<file path="src/rtl/adc_capture_pkg.sv">
// Shared types and helpers for the ADC capture sequencer.
// Holds the FSM encoding, default widths and the sample sign conversion.
package adc_capture_pkg;

  localparam int DEF_DATA_W = 16;
  localparam int DEF_LEN_W  = 16;
  localparam int DEF_OVF_W  = 16;

  // Widest sample the sign helper can process; callers truncate the result.
  localparam int SIGN_FLIP_MAX_W = 64;

  typedef enum logic [1:0] {
    IDLE    = 2'd0,
    CAPTURE = 2'd1,
    FLUSH   = 2'd2
  } state_t;

  // Offset-binary to two's complement: flip bit (width-1) when en is set.
  function automatic logic [SIGN_FLIP_MAX_W-1:0] sign_flip(
    input logic [SIGN_FLIP_MAX_W-1:0] data,
    input int unsigned                width,
    input logic                       en
  );
    return data ^ (64'(en) << (width - 32'd1));
  endfunction

endpackage

</file>
<file path="src/rtl/adc_capture_sequencer_axis_hold_stage.sv">
// Single-entry AXI-Stream output register.
// Loads only when free; holds TDATA/TLAST stable while stalled.
module axis_hold_stage #(
  parameter int DATA_W = 16
) (
  input  logic              clk,
  input  logic              rst,
  input  logic              load,
  input  logic [DATA_W-1:0] load_data,
  input  logic              load_last,
  input  logic              ready,
  output logic [DATA_W-1:0] data,
  output logic              valid,
  output logic              last,
  output logic              free
);

  // Free when empty or when the held beat transfers this cycle.
  assign free = ~valid | ready;

  // Beat register: load wins, a transfer without load empties the stage.
  always_ff @(posedge clk or posedge rst) begin
    if (rst) begin
      data  <= '0;
      valid <= 1'b0;
      last  <= 1'b0;
    end else if (load) begin
      data  <= load_data;
      valid <= 1'b1;
      last  <= load_last;
    end else if (ready) begin
      valid <= 1'b0;
      last  <= 1'b0;
    end else begin
      data  <= data;
      valid <= valid;
      last  <= last;
    end
  end

endmodule

</file>
<file path="src/rtl/adc_capture_sequencer.sv">
// Captures a fixed-length burst of ADC samples and streams it as one AXIS packet.
// Samples arriving while the output stage is blocked are dropped and counted.
module adc_capture_sequencer
  import adc_capture_pkg::*;
#(
  parameter int DATA_W = DEF_DATA_W,
  parameter int LEN_W  = DEF_LEN_W,
  parameter int OVF_W  = DEF_OVF_W
) (
  input  logic              Clk_i,
  input  logic              Rst_i,
  input  logic              Start_i,
  input  logic              Abort_i,
  input  logic [LEN_W-1:0]  FrameLen_i,
  input  logic              InvertSign_i,
  input  logic [DATA_W-1:0] AdcData_i,
  input  logic              AdcValid_i,
  output logic [DATA_W-1:0] M_AXIS_TDATA_o,
  output logic              M_AXIS_TVALID_o,
  input  logic              M_AXIS_TREADY_i,
  output logic              M_AXIS_TLAST_o,
  output logic              Busy_o,
  output logic              Done_o,
  output logic              Aborted_o,
  output logic [OVF_W-1:0]  OvfCnt_o
);

  state_t             state, state_next;
  logic [LEN_W-1:0]   frame_len, frame_len_next;
  logic [LEN_W-1:0]   count, count_next;
  logic [OVF_W-1:0]   ovf_cnt, ovf_cnt_next;
  logic               invert, invert_next;
  logic               abort_pend, abort_pend_next;
  logic               abort_frame, abort_frame_next;
  logic               done, done_next;
  logic               aborted, aborted_next;
  logic               busy, busy_next;
  logic               hold_free;
  logic               load;
  logic               load_last;
  logic               abort_now;
  logic               final_sample;
  logic [DATA_W-1:0]  conv_data;

  assign conv_data    = DATA_W'(sign_flip(64'(AdcData_i), DATA_W, invert));
  assign abort_now    = Abort_i | abort_pend;
  assign final_sample = (count == (frame_len - 1'b1));

  axis_hold_stage #(
    .DATA_W (DATA_W)
  ) u_hold (
    .clk       (Clk_i),
    .rst       (Rst_i),
    .load      (load),
    .load_data (conv_data),
    .load_last (load_last),
    .ready     (M_AXIS_TREADY_i),
    .data      (M_AXIS_TDATA_o),
    .valid     (M_AXIS_TVALID_o),
    .last      (M_AXIS_TLAST_o),
    .free      (hold_free)
  );

  // Control and counter registers.
  always_ff @(posedge Clk_i or posedge Rst_i) begin
    if (Rst_i) begin
      state       <= IDLE;
      frame_len   <= '0;
      count       <= '0;
      ovf_cnt     <= '0;
      invert      <= 1'b0;
      abort_pend  <= 1'b0;
      abort_frame <= 1'b0;
      done        <= 1'b0;
      aborted     <= 1'b0;
      busy        <= 1'b0;
    end else begin
      state       <= state_next;
      frame_len   <= frame_len_next;
      count       <= count_next;
      ovf_cnt     <= ovf_cnt_next;
      invert      <= invert_next;
      abort_pend  <= abort_pend_next;
      abort_frame <= abort_frame_next;
      done        <= done_next;
      aborted     <= aborted_next;
      busy        <= busy_next;
    end
  end

  // Next-state, counters and load requests for the hold stage.
  always_comb begin
    state_next       = state;
    frame_len_next   = frame_len;
    count_next       = count;
    ovf_cnt_next     = ovf_cnt;
    invert_next      = invert;
    abort_pend_next  = abort_pend;
    abort_frame_next = abort_frame;
    done_next        = 1'b0;
    aborted_next     = 1'b0;
    load             = 1'b0;
    load_last        = 1'b0;

    case (state)
      IDLE: begin
        if (Start_i && (FrameLen_i != '0)) begin
          state_next       = CAPTURE;
          frame_len_next   = FrameLen_i;
          invert_next      = InvertSign_i;
          count_next       = '0;
          ovf_cnt_next     = '0;
          abort_pend_next  = 1'b0;
          abort_frame_next = 1'b0;
        end else begin
          state_next = IDLE;
        end
      end

      CAPTURE: begin
        if (abort_now && (count == '0) && !M_AXIS_TVALID_o) begin
          // Nothing was emitted yet, so there is no packet to terminate.
          state_next      = IDLE;
          aborted_next    = 1'b1;
          abort_pend_next = 1'b0;
        end else if (AdcValid_i && hold_free) begin
          load       = 1'b1;
          load_last  = final_sample | abort_now;
          count_next = count + 1'b1;
          if (final_sample || abort_now) begin
            // A concurrent abort on the final sample still yields a complete frame.
            state_next       = FLUSH;
            abort_frame_next = ~final_sample;
            abort_pend_next  = 1'b0;
          end else begin
            abort_pend_next = 1'b0;
          end
        end else begin
          abort_pend_next = abort_now;
          if (AdcValid_i && (ovf_cnt != '1)) begin
            ovf_cnt_next = ovf_cnt + 1'b1;
          end else begin
            ovf_cnt_next = ovf_cnt;
          end
        end
      end

      FLUSH: begin
        if (M_AXIS_TVALID_o && M_AXIS_TREADY_i) begin
          state_next   = IDLE;
          done_next    = ~abort_frame;
          aborted_next = abort_frame;
        end else begin
          state_next = FLUSH;
        end
      end

      default: begin
        state_next = IDLE;
      end
    endcase

    busy_next = (state_next != IDLE);
  end

  assign Busy_o    = busy;
  assign Done_o    = done;
  assign Aborted_o = aborted;
  assign OvfCnt_o  = ovf_cnt;

endmodule
</file>
<file path="config.mk">
export PLATFORM = sky130hd
export DESIGN_NAME = adc_capture_sequencer
export DESIGN_NICKNAME = d
export VERILOG_FILES = /design/src/rtl/adc_capture_pkg.sv /design/src/rtl/adc_capture_sequencer_axis_hold_stage.sv /design/src/rtl/adc_capture_sequencer.sv
export SDC_FILE = /design/constraint.sdc
export NUM_CORES = 1
export LEC_CHECK = 0
export ABC_CLOCK_PERIOD_IN_PS = 3700
export BUFFER_PORTS_ARGS = -buffer_cell sky130_fd_sc_hd__buf_4
export CAP_MARGIN = 10
export CORE_MARGIN = 8
export CORE_UTILIZATION = 55
export DETAILED_ROUTE_END_ITERATION = 7
export PLACE_DENSITY = 0.9
export SLEW_MARGIN = 20
export SYNTH_ARGS = -nofsm -noshare
export SYNTH_HDL_FRONTEND = slang
export SYNTH_SLANG_ARGS = --single-unit
</file>
<file path="constraint.sdc">
create_clock -name Clk_i -period 3.7 [get_ports Clk_i]
set_input_delay 0.185 -clock Clk_i [delete_from_list [all_inputs] [get_ports Clk_i]]
set_output_delay 0.185 -clock Clk_i [all_outputs]
set_load 0.03 [all_outputs]
</file>
==> impl_metrics.py <==
metrics = {
    "power_and_ir_drop": {
        "vdd_drop_max_uv": 554,
        "p_leak_nw": 2.21,
        "powerDensity_mw_per_mm2": 720,
    },
    "timing": {
        "clock-skew-final_ps": 7.80,
        "setup_violations": 0,
        "slew_headroom": 0.349,
        "setup_ws_ps": 666,
        "setup_tns_ps": 0,
        "min_period_ps": 3030,
        "period_share": 0.820,
        "hold_violations": 0,
        "fmax_mhz": 330,
        "worst_pin_slew_ps": 977,
        "rsz0062_at_grt": "false",
        "drv_slew": 0,
    },
    "global_route": {
        "antenna_found_initial": 0,
        "grt_first_pass_wirelength_mm": 16.1,
        "grt_usage": 0.200,
        "first_global_vias": 3373,
        "grt_max_degree": 50,
        "grt-ovfl-total": 0,
    },
    "synth": {
        "syn_area_per_cell_um2": 10.2,
        "synth.distinct_cells": 53,
        "syn-cell-area_mm2": 0.00393,
        "synth_area_leaders": "dfrtp_1 47%, mux2_2 8.3%, xor2_1 5.8%",
        "yosys_warnings": 0,
        "yosysSeqAreaShare": 0.471,
        "synth_async_sr_flop_share": 1.00,
        "syn_nets": 431,
        "synth_top_area_share": 0.471,
        "syn_inst": 384,
        "synth-edff-count": 0,
        "synthFlopType": "dfrtp_1",
        "ys_ff_latch": 74,
        "yosysTopAreaCell": "dfrtp_1",
    },
    "critical_path": {
        "crit_required_ps": 3940,
        "crit_path_end_kind": "flop",
        "arrival_ps": 3270,
        "crit_fanout": 6,
        "startpoint_type": "flop",
        "setup.worst_path.class": "flop to flop",
    },
    "run": {
        "cap_violations": 0,
    },
    "finish": {
        "layout-drive-gt1-share": 0.293,
        "diodes": 0,
        "syn_to_final_growth_pct": 23.0,
        "utilization": 0.681,
        "nNetsFinal": 509,
        "final_cell_mix": "79 x buf_4, 74 x dfrtp_1, 38 x nor2_1",
        "fillCellCount": 533,
        "final_common_cell": "buf_4",
    },
    "detailed_routing": {
        "dr.pass1.iters": 4,
        "post_drt_wl_per_cell_um": 16.8,
        "viasPerCell": 5.63,
        "vias": 3188,
        "drc": 0,
        "wl_mm": 9.53,
        "drtIter0Drc": 104,
        "ant_nets": 0,
    },
    "die": {
        "fp.dieH_um": 101,
        "start_util": 0.554,
        "io_pins": 76,
        "die_x_um": 101,
        "core_area_mm2": 0.00710,
        "placementRows": 31,
        "die_area_mm2": 0.0101,
    },
    "place": {
        "hpwl_mm": 7.10,
        "pre_cts_ws_ps": 703,
        "place_congestion": 0.856,
        "io_buffers": 75,
    },
    "cts": {
        "cts_tree": "done",
        "cts.path.max_buffers": 2,
        "clock_latency_ps": 350,
        "cts_resized": 0,
        "cts.clk_slew.worst_paths_ps": 80,
        "root_buffer": "clkbuf_8",
        "numCtsBuffers": 9,
        "clock_sinks": 74,
        "ctsHtreeMaxLevel": 3,
    },
    "worst_hold_path": {
        "holdCritPathClass": "input port to flop",
    },
    "run_status": {
        "status": "completed",
    },
}
-- cells in the mapped netlist, types with 7 or more instances --
master / count
xor2_1: 26
nor2_1: 38
inv_1: 13
xnor2_1: 18
nor4_1: 8
nand3_1: 14
nor3_1: 7
nand2_1: 27
mux2_2: 29
clkbuf_1: 12
dfrtp_1: 74
ha_1: 8
nand4_1: 11
o21ai_0: 14
a21oi_1: 15
-- final cells by class --
type	count	area [um2]	area share
Multi-Input combinational cell	284	1990	0.411
Sequential cell	74	1850	0.383
Timing Repair Buffer	80	603	0.125
Clock buffer	11	141	0.0292
Tap cell	99	124	0.0256
Clock inverter	5	77.6	0.0160
Inverter	13	48.8	0.0101
-- logic make-up (layout without fill, tap and decap cells) --
group / Yosys count / count (layout) / synth area share
fa+ha+maj: 8 / 8 / 0.0255
mux: 30 / 30 / 0.0856
buf+inv: 26 / 109 / 0.0251
simple gates: 143 / 143 / 0.191
xor+xnor: 44 / 44 / 0.0980
flops: 74 / 74 / 0.471
compound gates: 59 / 59 / 0.104
-- state kept, by name, summed over array words and instances (netlist names) --
register,flops
Aborted_o,1
Busy_o,1
Done_o,1
OvfCnt_o,16
abort_frame,1
abort_pend,1
count,16
frame_len,16
invert,1
state,2
u_hold.data,16
u_hold.last,1
u_hold.valid,1
-- metal layers --
layer	up-vias	share of wire	GRT usage
li1	1530	-	-
met1	1543	0.43	0.236
met2	96	0.48	0.319
met3	19	0.067	0.0691
met4	0	0.020	0.0919
met5	-	0	0
-- worst max-delay path: stages (launching register included) --
cell	delay [ps]
dfrtp_1	440
or4_4	580
or4_2	680
xnor2_1	160
nor4_1	340
o2111ai_2	250
and2_4	230
o31a_1	230
-- power breakdown --
part | internal (mW) | switching [mW] | total [mW]
Clock | 0.396 | 0.305 | 0.701
Sequential | 1.04 | 0.254 | 1.30
Combinational | 0.641 | 0.840 | 1.48
-- final timing paths --
kind / from / end / slack [ps] / depth (start not counted)
max in group asynchronous: Rst_i / count[2]$_DFFE_PP0P_ / 2220 / 4
min in group asynchronous: Rst_i / u_hold.data[13]$_DFFE_PP0P_ / 460 / 3
hold / removal: FrameLen_i[0] / frame_len[0]$_DFFE_PP0P_ / 50 / 3
setup reg to reg: frame_len[4]$_DFFE_PP0P_ / state[0]$_DFF_PP0_ / 670 / 7
setup / recovery: frame_len[4]$_DFFE_PP0P_ / state[0]$_DFF_PP0_ / 670 / 7
hold reg to reg: abort_frame$_DFFE_PP0P_ / Done_o$_DFF_PP0_ / 490 / 1
-- timing repair --
action | CTS | global route
setup buffers | 0 | 0
endpoints found under the hold margin | 25 | 0
hold buffers | 1 | 0
-- through the flow --
step | hold WS [ps] | power, mW | cells | cell area (um2)
after CTS | 39.0 | 3.49 | 566 | 4840
after global routing | 45.9 | 3.68 | 566 | 4840
after detailed placement | 273 | 2.78 | 549 | 4610
after global placement | 252 | 2.71 | 549 | 4610
final | 52.4 | 3.48 | 566 | 4840
after floorplan | 302 | 2.30 | 384 | 3930
(Power assumes the default switching activity.)
